--- src/rtl/button_scan_controller.sv ---
// Round-robin debounce controller: one shared counter services NUM_BUTTONS inputs
// and latches sticky press flags that the CPU clears with a write-1-to-clear mask.
module button_scan_controller #(
  parameter int unsigned NUM_BUTTONS   = 16,
  parameter int unsigned COUNTER_SIZE  = 8,
  parameter int unsigned COUNTER_VALUE = 255,
  localparam int unsigned IDX_W        = $clog2(NUM_BUTTONS)
) (
  input  logic                   clk,
  input  logic                   reset,
  input  logic [NUM_BUTTONS-1:0] buttons_in,
  input  logic                   clear_valid,
  input  logic [NUM_BUTTONS-1:0] clear_mask,
  output logic [NUM_BUTTONS-1:0] buttons_out,
  output logic                   busy,
  output logic [IDX_W-1:0]       active_index
);

  typedef enum logic {
    SCAN  = 1'b0,
    COUNT = 1'b1
  } state_t;

  localparam logic [IDX_W-1:0]        LAST_IDX   = IDX_W'(NUM_BUTTONS - 1);
  localparam logic [COUNTER_SIZE-1:0] THRESHOLD  = COUNTER_SIZE'(COUNTER_VALUE);

  state_t                  state_q;
  logic [IDX_W-1:0]        ptr_q;
  logic [IDX_W-1:0]        sel_q;
  logic [COUNTER_SIZE-1:0] counter_q;
  logic [NUM_BUTTONS-1:0]  buttons_out_q;

  logic [NUM_BUTTONS-1:0]  eligible;
  logic                    scan_found;
  logic [IDX_W-1:0]        scan_idx;
  logic [IDX_W-1:0]        cand_idx;
  int unsigned             cand;
  logic [IDX_W-1:0]        next_ptr;
  logic                    sel_held;
  logic                    at_threshold;
  logic                    latch_press;
  logic [NUM_BUTTONS-1:0]  set_vec;
  logic [NUM_BUTTONS-1:0]  clr_vec;

  assign eligible = buttons_in & ~buttons_out_q;

  // First eligible button at or after ptr, searching upward with wrap.
  always_comb begin
    scan_found = 1'b0;
    scan_idx   = '0;
    cand       = 0;
    cand_idx   = '0;
    for (int unsigned k = 0; k < NUM_BUTTONS; k++) begin
      cand = 32'(ptr_q) + k;
      if (cand >= NUM_BUTTONS) begin
        cand = cand - NUM_BUTTONS;
      end
      cand_idx = IDX_W'(cand);
      if (!scan_found && eligible[cand_idx]) begin
        scan_found = 1'b1;
        scan_idx   = cand_idx;
      end
    end
  end

  assign next_ptr     = (sel_q == LAST_IDX) ? '0 : sel_q + IDX_W'(1);
  assign sel_held     = buttons_in[sel_q];
  assign at_threshold = (counter_q == THRESHOLD);
  assign latch_press  = (state_q == COUNT) && sel_held && at_threshold;

  // Set is OR-ed after the clear so a coincident press is never lost.
  assign set_vec = latch_press ? (NUM_BUTTONS'(1) << sel_q) : '0;
  assign clr_vec = clear_valid ? clear_mask : '0;

  always_ff @(posedge clk) begin
    if (reset) begin
      state_q       <= SCAN;
      ptr_q         <= '0;
      sel_q         <= '0;
      counter_q     <= '0;
      buttons_out_q <= '0;
    end else begin
      buttons_out_q <= (buttons_out_q & ~clr_vec) | set_vec;
      case (state_q)
        SCAN: begin
          if (scan_found) begin
            sel_q     <= scan_idx;
            counter_q <= '0;
            state_q   <= COUNT;
          end
        end
        COUNT: begin
          if (!sel_held || at_threshold) begin
            counter_q <= '0;
            ptr_q     <= next_ptr;
            state_q   <= SCAN;
          end else begin
            counter_q <= counter_q + COUNTER_SIZE'(1);
          end
        end
        default: state_q <= SCAN;
      endcase
    end
  end

  assign buttons_out  = buttons_out_q;
  assign busy         = (state_q == COUNT);
  assign active_index = sel_q;

endmodule

--- config.mk ---
export PLATFORM = sky130hd
export DESIGN_NAME = button_scan_controller
export DESIGN_NICKNAME = d
export VERILOG_FILES = /design/src/rtl/button_scan_controller.sv
export SDC_FILE = /design/constraint.sdc
export NUM_CORES = 1
export LEC_CHECK = 0
export BUFFER_PORTS_ARGS = -buffer_cell sky130_fd_sc_hd__buf_2
export CAP_MARGIN = 0
export CORE_MARGIN = 10
export CORE_UTILIZATION = 48
export DETAILED_ROUTE_END_ITERATION = 16
export GPL_ROUTABILITY_DRIVEN = 0
export GPL_TIMING_DRIVEN = 1
export PLACE_DENSITY_LB_ADDON = 0.1
export SETUP_SLACK_MARGIN = 0.05
export SLEW_MARGIN = 20
export SYNTH_ARGS = -nofsm -noshare
export SYNTH_HDL_FRONTEND = slang
export SYNTH_SLANG_ARGS = --single-unit
--- constraint.sdc ---
create_clock -name clk -period 4.1 [get_ports clk]
set_input_delay 0.82 -clock clk [delete_from_list [all_inputs] [get_ports clk]]
set_output_delay 0.82 -clock clk [all_outputs]
set_load 0.005 [all_outputs]
# After elaboration in Yosys (flattened, before gate mapping)
# Index checks and enable logic that the tools add are counted.
# op_classes
add_sub_neg	33
order_cmp	33
eq_ne	3
n_shift	1
mux	91
bitwise_logic	6
reduce_logical	36
# ops
op	n
two-way mux 4 bit	33
< comparator 4 x 5 -> 1 bit (second input constant)	17
>= comparator 5 bit (second input constant)	15
binary-select mux 1 bit (select 4 bit)	17
subtractor 4 x 1 -> 4 bit (second input constant)	16
adder 4 x 4 -> 5 bit (second input constant)	8
two-way mux 1 bit	35
AND 16 bit	2
two-way mux 16 bit	2
NOT 16 bit	2
adder 4 x 3 -> 5 bit (second input constant)	4
logical AND 1 bit	17
logical NOT 1 bit	16
two-way mux 8 bit	2
bitwise OR 16 bit	1
case mux 8 bit (2 select lines)	1
<< shifter 1 x 4 -> 16 bit (first input constant)	1
adder 4 x 2 -> 5 bit (second input constant)	2
adder 8 x 1 -> 8 bit (second input constant)	1
== test 8 bit (second input constant)	1
adder 4 x 1 -> 5 bit (second input constant)	1
>= comparator 4 x 5 -> 1 bit (second input constant)	1
adder 4 x 1 -> 4 bit (second input constant)	1
== test 4 bit (second input constant)	1
other kinds (5)	6
# totals
regBits	33
in_bits	35
output_inout_bits	21
wordCells	208

# Depth between registers and ports, before layout
# Gate-level depths: netlist of the first run.
# depth
ltp_word	52
ltp_mapped	14
ltp_nobuf	11

# Worst setup path before layout of the first run
# No wires, ideal clock.
# synth_path
path_type	register to register
start	register ptr_q[1]
end	register counter_q[7]
setup_time_ns	0.139
arrival_ns	3.795
path_slack_ns	0.166
stages_incl_launch_ff	15
path_buffers	4
cell_sequence	dfxtp_1 -> clkbuf_1 -> inv_1 -> clkbuf_1 -> ha_1 -> inv_1 -> buf_2 -> mux4_2 -> mux2_4 -> or3_4 -> nor4_4 -> and4b_1 -> buf_4 -> or3_1 -> a211oi_2
# synth_via
elab_chain_cells	51
word_cells_on_any_way	142
# synth_lines
element	line_no	source
start, declared	28	logic [IDX_W-1:0] ptr_q;
start signal, assigned	95	ptr_q <= next_ptr;
parallel branches: the longest is 49 deep, another holds adder 4 x 1 -> 5 bit	--	
two-way mux 1 bit *	59	if (!scan_found && eligible[cand_idx]) begin
!= test 2 bit (no line) *	--	
end signal, assigned	98	counter_q <= counter_q + COUNTER_SIZE'(1);
end, declared	30	logic [COUNTER_SIZE-1:0] counter_q;
# Mark *: on every way between the ends. The select of a mux whose other input is x is not followed.
# A chain may end at the register's enable or synchronous reset.

# Worst setup path after layout of the first run
# layout_path
start	register ptr_q[0]
end	register counter_q[7]
# Same word-level chain as after synthesis.

==> flow_metrics.py, run 1 <==
metrics = {
    "status": {
        "status": "finished clean",
    },
    "sta": {
        "finalSetupViolations": 0,
        "rsz0062_at_grt": "no",
        "timing.fmax_mhz": 266.4,
        "relSlewSlack": 0.2899,
        "hold_viol": 0,
        "finalCritPeriodShare": 0.9157,
        "worst_pin_slew_ns": 1.061,
        "tns_ns": 0,
        "final_max_slew_viol_count": 0,
        "worst_slack_ns": 0.3457,
        "skew_ns": 0.004443,
        "period_needed_ns": 3.754,
    },
    "floorplan": {
        "dieArea_sq_mm": 0.01308,
        "ioPinCount": 56,
        "core_sq_mm": 0.008678,
        "die_w_um": 114.4,
        "die_h_um": 114.4,
        "rows": 34,
        "initial_utilization": 0.4925,
    },
    "detailed_routing": {
        "vias": 4451,
        "post_drt_via_cell_ratio": 6.565,
        "first_pass_iters": 5,
        "wl_um": 14530,
        "ant_nets": 0,
        "drtIter0Drc": 461,
        "drc": 0,
        "wl_per_cell_um": 21.43,
    },
    "clock_tree": {
        "cts_buffers": 5,
        "clock-sinks": 33,
        "cts_buffer_depth": 2,
        "cts_root_buf": "clkbuf_8",
        "clk_transition_reported_paths_ns": 0.07,
        "insertion_delay_ns": 0.28,
        "h-tree-depth": 2,
        "cts_tree": "yes",
        "post_cts_buffers": 0,
    },
    "setup_path": {
        "critPathMaxStageDelay_ns": 0.61,
        "critical_path_buf_inv_count": 2,
        "rrSetupSlack_ns": 0.35,
        "worst_setup_path_start_kind": "flip-flop",
        "r2r_cells": 10,
        "rr_endpoint": "counter_q[7]$_SDFFE_PP0P_",
        "cp_top_family": "simple AND/OR/NAND/NOR gates",
        "cp_data_required_time_ns": 4.25,
        "critPathArrivalTime_ns": 3.91,
        "cp_slowest_cell": "mux4_2",
        "crit_path_end_kind": "flip-flop",
        "crit_path_max_fanout": 10,
        "r2r_start": "ptr_q[0]$_SDFFE_PP0P_",
        "cp_cell_sequence": "inv_2, ha_1, inv_1, mux4_2, mux2_4, or3_4, nor4_4, and4b_2, or3_1, a211oi_2",
        "path_class": "reg2reg",
    },
    "pwr": {
        "power.switching_w": 0.002020,
        "p_int_w": 0.001723,
        "ir_worst_vdd_uv": 428.0,
        "switching_share": 0.5397,
        "leakage_nw": 1.899,
        "powerDensity_mw_per_mm2": 776.1,
        "comb_power_share": 0.816,
        "power_frac_clock": 0.065,
        "p_seq_frac": 0.119,
    },
    "synthesis": {
        "synth_top_area_share": 0.1950,
        "yosysSeqAreaShare": 0.1546,
        "synth_area_leaders": "mux4_2 19%, dfxtp_1 15%, mux2i_1 6.3%",
        "synth_edf_count": 0,
        "async_reset_ff_frac": 0,
        "synth_commonest_cells": "67 x nor2_1, 48 x nand2_1, 37 x mux4_2",
        "ys_types": 69,
        "synth.avg_cell_area_sq_um": 8.348,
        "syn_nets": 561,
        "synthFlopType": "dfxtp_1",
        "synth_area_sq_mm": 0.004274,
        "yosysWarnings": 0,
        "synth-seq-cells": 33,
        "syn_inst": 512,
        "yosys.area.top_type": "mux4_2",
        "yosys.cell_count.top_type": "nor2_1",
    },
    "layout": {
        "finalNetCount": 618,
        "layout-drive-gt1-share": 0.2579,
        "fillers": 848,
        "syn_to_final_growth_pct": 12.85,
        "diodes": 0,
    },
    "min_path": {
        "holdCritStartpoint": "counter_q[7]$_SDFFE_PP0P_",
        "worstHoldPathType": "reg2reg",
        "whs_path_depth": 2,
        "hold_end": "counter_q[7]$_SDFFE_PP0P_",
    },
    "place": {
        "portBuffers": 55,
        "post-place-ws_ns": 0.1083,
        "dp_hpwl_um": 11560,
    },
    "global_routing": {
        "antenna_found_initial": 0,
        "track_usage": 0.2201,
        "grt_overflow": 0,
        "grt_pass1_vias": 4411,
        "grt_first_pass_wirelength_um": 23310,
        "grt_max_degree": 31,
    },
    "run": {
        "drv_cap": 0,
    },
}
[worst min-delay path, cell delays in order, from the launching register on]
cell	delay, ns
dfxtp_1	0.33
o21ai_2	0.06
a211oi_2	0.05
[placed cells by master, fill, tap and decap left out, types with 5 or more instances in the layout]
| master | synthesis | final |
|---|---|---|
| nor3_1 | 7 | 7 |
| dfxtp_1 | 33 | 33 |
| clkbuf_8 | 0 | 5 |
| inv_1 | 9 | 9 |
| mux4_2 | 37 | 37 |
| nand3_1 | 18 | 18 |
| a31oi_1 | 6 | 6 |
| nand2_1 | 48 | 48 |
| o21ai_0 | 20 | 20 |
| mux2_2 | 7 | 7 |
| a21oi_1 | 25 | 25 |
| buf_4 | 2 | 24 |
| nor2_1 | 67 | 67 |
| xnor2_1 | 10 | 9 |
| mux2i_1 | 27 | 26 |
| a32oi_1 | 15 | 15 |
| o21ai_1 | 5 | 5 |
| o211ai_1 | 7 | 7 |
| nand2b_1 | 19 | 19 |
| and3_1 | 5 | 5 |
| buf_2 | 5 | 55 |
| nor2b_1 | 18 | 18 |
| ha_1 | 14 | 14 |
| nand4_1 | 5 | 5 |
| a22oi_1 | 6 | 6 |
| and2_1 | 5 | 5 |
[metrics by stage]
| step | cells | cell area, sq um | util | total power [W] | hold slack [ns] |
|---|---|---|---|---|---|
| 2_1_floorplan | 512 | 4274 | - | 0.002566 | 0.4546 |
| 3_3_place_gp | 670 | 4718 | 0.5437 | 0.003359 | 0.4745 |
| 3_5_place_dp | 670 | 4718 | 0.5437 | 0.003379 | 0.4776 |
| 4_1_cts | 678 | 4805 | 0.5536 | 0.003642 | 0.4919 |
| 5_1_grt | 678 | 4823 | 0.5558 | 0.004003 | 0.5227 |
| 6_report | 678 | 4823 | 0.5558 | 0.003743 | 0.4932 |
[layer usage]
layer  up-vias  global-route usage  part of all wire
met3        33             0.04665             0.085
met4         0             0.07018             0.032
met2       208              0.3531              0.46
met5         -                   0                 0
met1      2138              0.2881              0.42
li1       2072                   -                 -
[power groups by stage]
stage                     clock [W]  sequential (W)  combinational [W]
after floorplan                   0        0.000397            0.00217
after global routing       0.000262        0.000456            0.00329
after detailed placement          0        0.000448            0.00293
after CTS                  0.000250        0.000442            0.00295
final                      0.000243        0.000445            0.00305
after global placement            0        0.000447            0.00291
[worst max-delay path by stage]
stage | cells after the start | slack (ns) | end | from
after global routing | 11 | 0.10 | active_index[1]$_SDFFE_PP0P_ | ptr_q[0]$_SDFFE_PP0P_
after floorplan | 14 | 0.17 | counter_q[7]$_SDFFE_PP0P_ | ptr_q[1]$_SDFFE_PP0P_
final | 10 | 0.35 | counter_q[7]$_SDFFE_PP0P_ | ptr_q[0]$_SDFFE_PP0P_
after detailed placement | 11 | 0.11 | active_index[1]$_SDFFE_PP0P_ | buttons_in[4]
after CTS | 11 | 0.15 | active_index[1]$_SDFFE_PP0P_ | ptr_q[0]$_SDFFE_PP0P_
after global placement | 11 | 0.07 | active_index[1]$_SDFFE_PP0P_ | buttons_in[4]
[final cells by class]
cell class / count / area [sq um] / area share
Sequential cell: 33 / 660.6 / 0.1370
Clock inverter: 3 / 17.52 / 0.003632
Tap cell: 108 / 135.1 / 0.02802
Timing Repair Buffer: 79 / 455.4 / 0.09442
Clock buffer: 5 / 68.82 / 0.01427
Inverter: 12 / 45.04 / 0.009339
Multi-Input combinational cell: 438 / 3441 / 0.7134
[cells by family after synthesis]
logic type,after synthesis,share of synthesized area
mux,72,0.2802
flops,33,0.1546
simple gates,214,0.2503
buf+inv,41,0.04479
compound gates,124,0.2005
fa+ha+maj,14,0.04098
xor+xnor,14,0.02869
[what timing repair did]
item,in CTS,in global routing
endpoints found under the hold margin,0,0
resized for setup,0,5
setup endpoints to repair,0,10
hold buffers,0,0
[flip-flops by register name, summed over array words and instances (netlist names)]
signal,flops
buttons_out,16
active_index,4
ptr_q,4
counter_q,8
busy,1
(Power assumes the default switching activity.)
==> inputs of run 2 (changes only) <==
--- a/config.mk
+++ b/config.mk
@@ -7,6 +7,7 @@
 export LEC_CHECK = 0
 export BUFFER_PORTS_ARGS = -buffer_cell sky130_fd_sc_hd__buf_2
 export CAP_MARGIN = 0
+export CORE_ASPECT_RATIO = 0.9
 export CORE_MARGIN = 10
 export CORE_UTILIZATION = 48
 export DETAILED_ROUTE_END_ITERATION = 16
==> flow_metrics.py, run 2 (synthesized netlist as in run 1, its figures left out) <==
metrics = {
    "layout": {
        "finalNetCount": 616,
        "layout-drive-gt1-share": 0.2535,
        "largest_reg_flops": 16,
        "final_common_cell": "nor2_1",
        "syn_to_final_growth_pct": 13.52,
        "diodes": 0,
        "mostFrequentLayoutCells": "67 x nor2_1, 55 x buf_2, 48 x nand2_1, 37 x mux4_2, 33 x dfxtp_1",
        "finalNonFillerCells": 687,
    },
    "setup_path": {
        "critPathArrivalTime_ns": 3.96,
        "r2r_start": "ptr_q[0]$_SDFFE_PP0P_",
        "worst_setup_path_start_kind": "flip-flop",
        "crit_path_end_kind": "flip-flop",
        "r2r_cells": 11,
        "cp_data_required_time_ns": 4.25,
        "path_class": "reg2reg",
        "rrSetupSlack_ns": 0.29,
        "rr_endpoint": "counter_q[7]$_SDFFE_PP0P_",
        "crit_path_max_fanout": 10,
    },
    "floorplan": {
        "die_h_um": 109.5,
        "core_sq_mm": 0.008608,
        "rows": 32,
        "dieArea_sq_mm": 0.01308,
        "ioPinCount": 56,
        "initial_utilization": 0.4965,
        "die_w_um": 119.5,
    },
    "clock_tree": {
        "cts_buffers": 5,
        "clk_transition_reported_paths_ns": 0.07,
        "clock-sinks": 33,
        "cts_root_buf": "clkbuf_8",
        "cts_tree": "yes",
        "cts_buffer_depth": 2,
        "insertion_delay_ns": 0.29,
        "holdBufCountCts": 0,
        "h-tree-depth": 2,
    },
    "sta": {
        "skew_ns": 0.006836,
        "period_needed_ns": 3.805,
        "relSlewSlack": 0.3160,
        "rsz0062_at_grt": "no",
        "finalSetupViolations": 0,
        "hold_viol": 0,
        "finalCritPeriodShare": 0.9281,
        "final_max_slew_viol_count": 0,
        "worst_slack_ns": 0.2948,
        "worst_pin_slew_ns": 1.022,
        "tns_ns": 0,
        "timing.fmax_mhz": 262.8,
    },
    "pwr": {
        "powerDensity_mw_per_mm2": 779.7,
        "ir_worst_vdd_uv": 313.1,
        "leakage_nw": 1.897,
        "power_w": 0.003783,
    },
    "place": {
        "portBuffers": 55,
        "post-place-ws_ns": 0.1587,
        "dp_cells": 679,
        "dp_hpwl_um": 11630,
    },
    "detailed_routing": {
        "first_pass_iters": 5,
        "wl_um": 14500,
        "vias": 4432,
        "wl_per_cell_um": 21.10,
        "drc": 0,
        "post_drt_via_cell_ratio": 6.451,
        "ant_nets": 0,
        "drtIter0Drc": 405,
    },
    "min_path": {
        "worstHoldPathType": "reg2reg",
        "whs_path_depth": 2,
        "holdCritStartpoint": "counter_q[7]$_SDFFE_PP0P_",
        "hold_end": "counter_q[7]$_SDFFE_PP0P_",
    },
    "global_routing": {
        "grt_first_pass_wirelength_um": 23130,
        "track_usage": 0.2176,
        "antenna_found_initial": 0,
        "grt_pass1_vias": 4325,
        "grt_max_degree": 31,
        "grt_overflow": 0,
    },
    "status": {
        "status": "finished clean",
    },
    "run": {
        "drv_cap": 0,
    },
}
[run 2: how the worst max path moves through the flow]
stage,endpoint,startpoint,slack (ns),depth (start not counted)
finish,counter_q[7]$_SDFFE_PP0P_,ptr_q[0]$_SDFFE_PP0P_,0.29,11
CTS,counter_q[7]$_SDFFE_PP0P_,ptr_q[2]$_SDFFE_PP0P_,0.20,10
global route,active_index[3]$_SDFFE_PP0P_,ptr_q[0]$_SDFFE_PP0P_,0.07,11
floorplan,counter_q[7]$_SDFFE_PP0P_,ptr_q[1]$_SDFFE_PP0P_,0.17,14
detailed placement,counter_q[7]$_SDFFE_PP0P_,buttons_in[12],0.16,10
global placement,counter_q[7]$_SDFFE_PP0P_,buttons_in[12],0.24,10
[run 2: cell type report]
type                       instances  area [sq um]
clock buffer                       7         86.33
clock inverter                     1         30.03
fill                             844          3756
inverter                          12         45.04
multi-input combinational        438          3437
sequential                        33         660.6
tap                              119         148.9
timing repair buffer              77         444.2
[run 2: where the power goes]
part           leakage (nW)  total, W  internal, W  switching (W)
combinational          1.57   0.00299      0.00122        0.00177
clock                0.0585  0.000320     0.000198       0.000122
sequential            0.267  0.000475     0.000358       0.000117
[run 2: worst max-delay path, cell delays in order, from the launching register on]
cell,delay [ns]
dfxtp_1,0.49
inv_2,0.06
ha_1,0.31
inv_1,0.25
buf_4,0.24
mux4_2,0.58
mux2i_1,0.39
nand4_1,0.24
nor4_4,0.44
and4b_2,0.44
or3_1,0.16
a211oi_2,0.06
[run 2: metal layers]
| layer | share of wire | global-route usage |
|---|---|---|
| met4 | 0.033 | 0.08606 |
| met5 | 0 | 0 |
| met2 | 0.44 | 0.3403 |
| met3 | 0.10 | 0.05126 |
| met1 | 0.42 | 0.2863 |
[run 2: what timing repair did]
action,in CTS,in global routing
endpoints found under the setup margin,0,12
setup buffers,0,0
hold endpoints to repair,0,0
gates resized for setup,0,5
[run 2: per-stage QoR]
stage,hold WS (ns),area [sq um],util
2_1_floorplan,0.4546,4274,-
3_3_place_gp,0.4737,4717,0.5480
3_5_place_dp,0.4793,4717,0.5480
4_1_cts,0.4923,4833,0.5615
5_1_grt,0.5006,4852,0.5637
6_report,0.4884,4852,0.5637
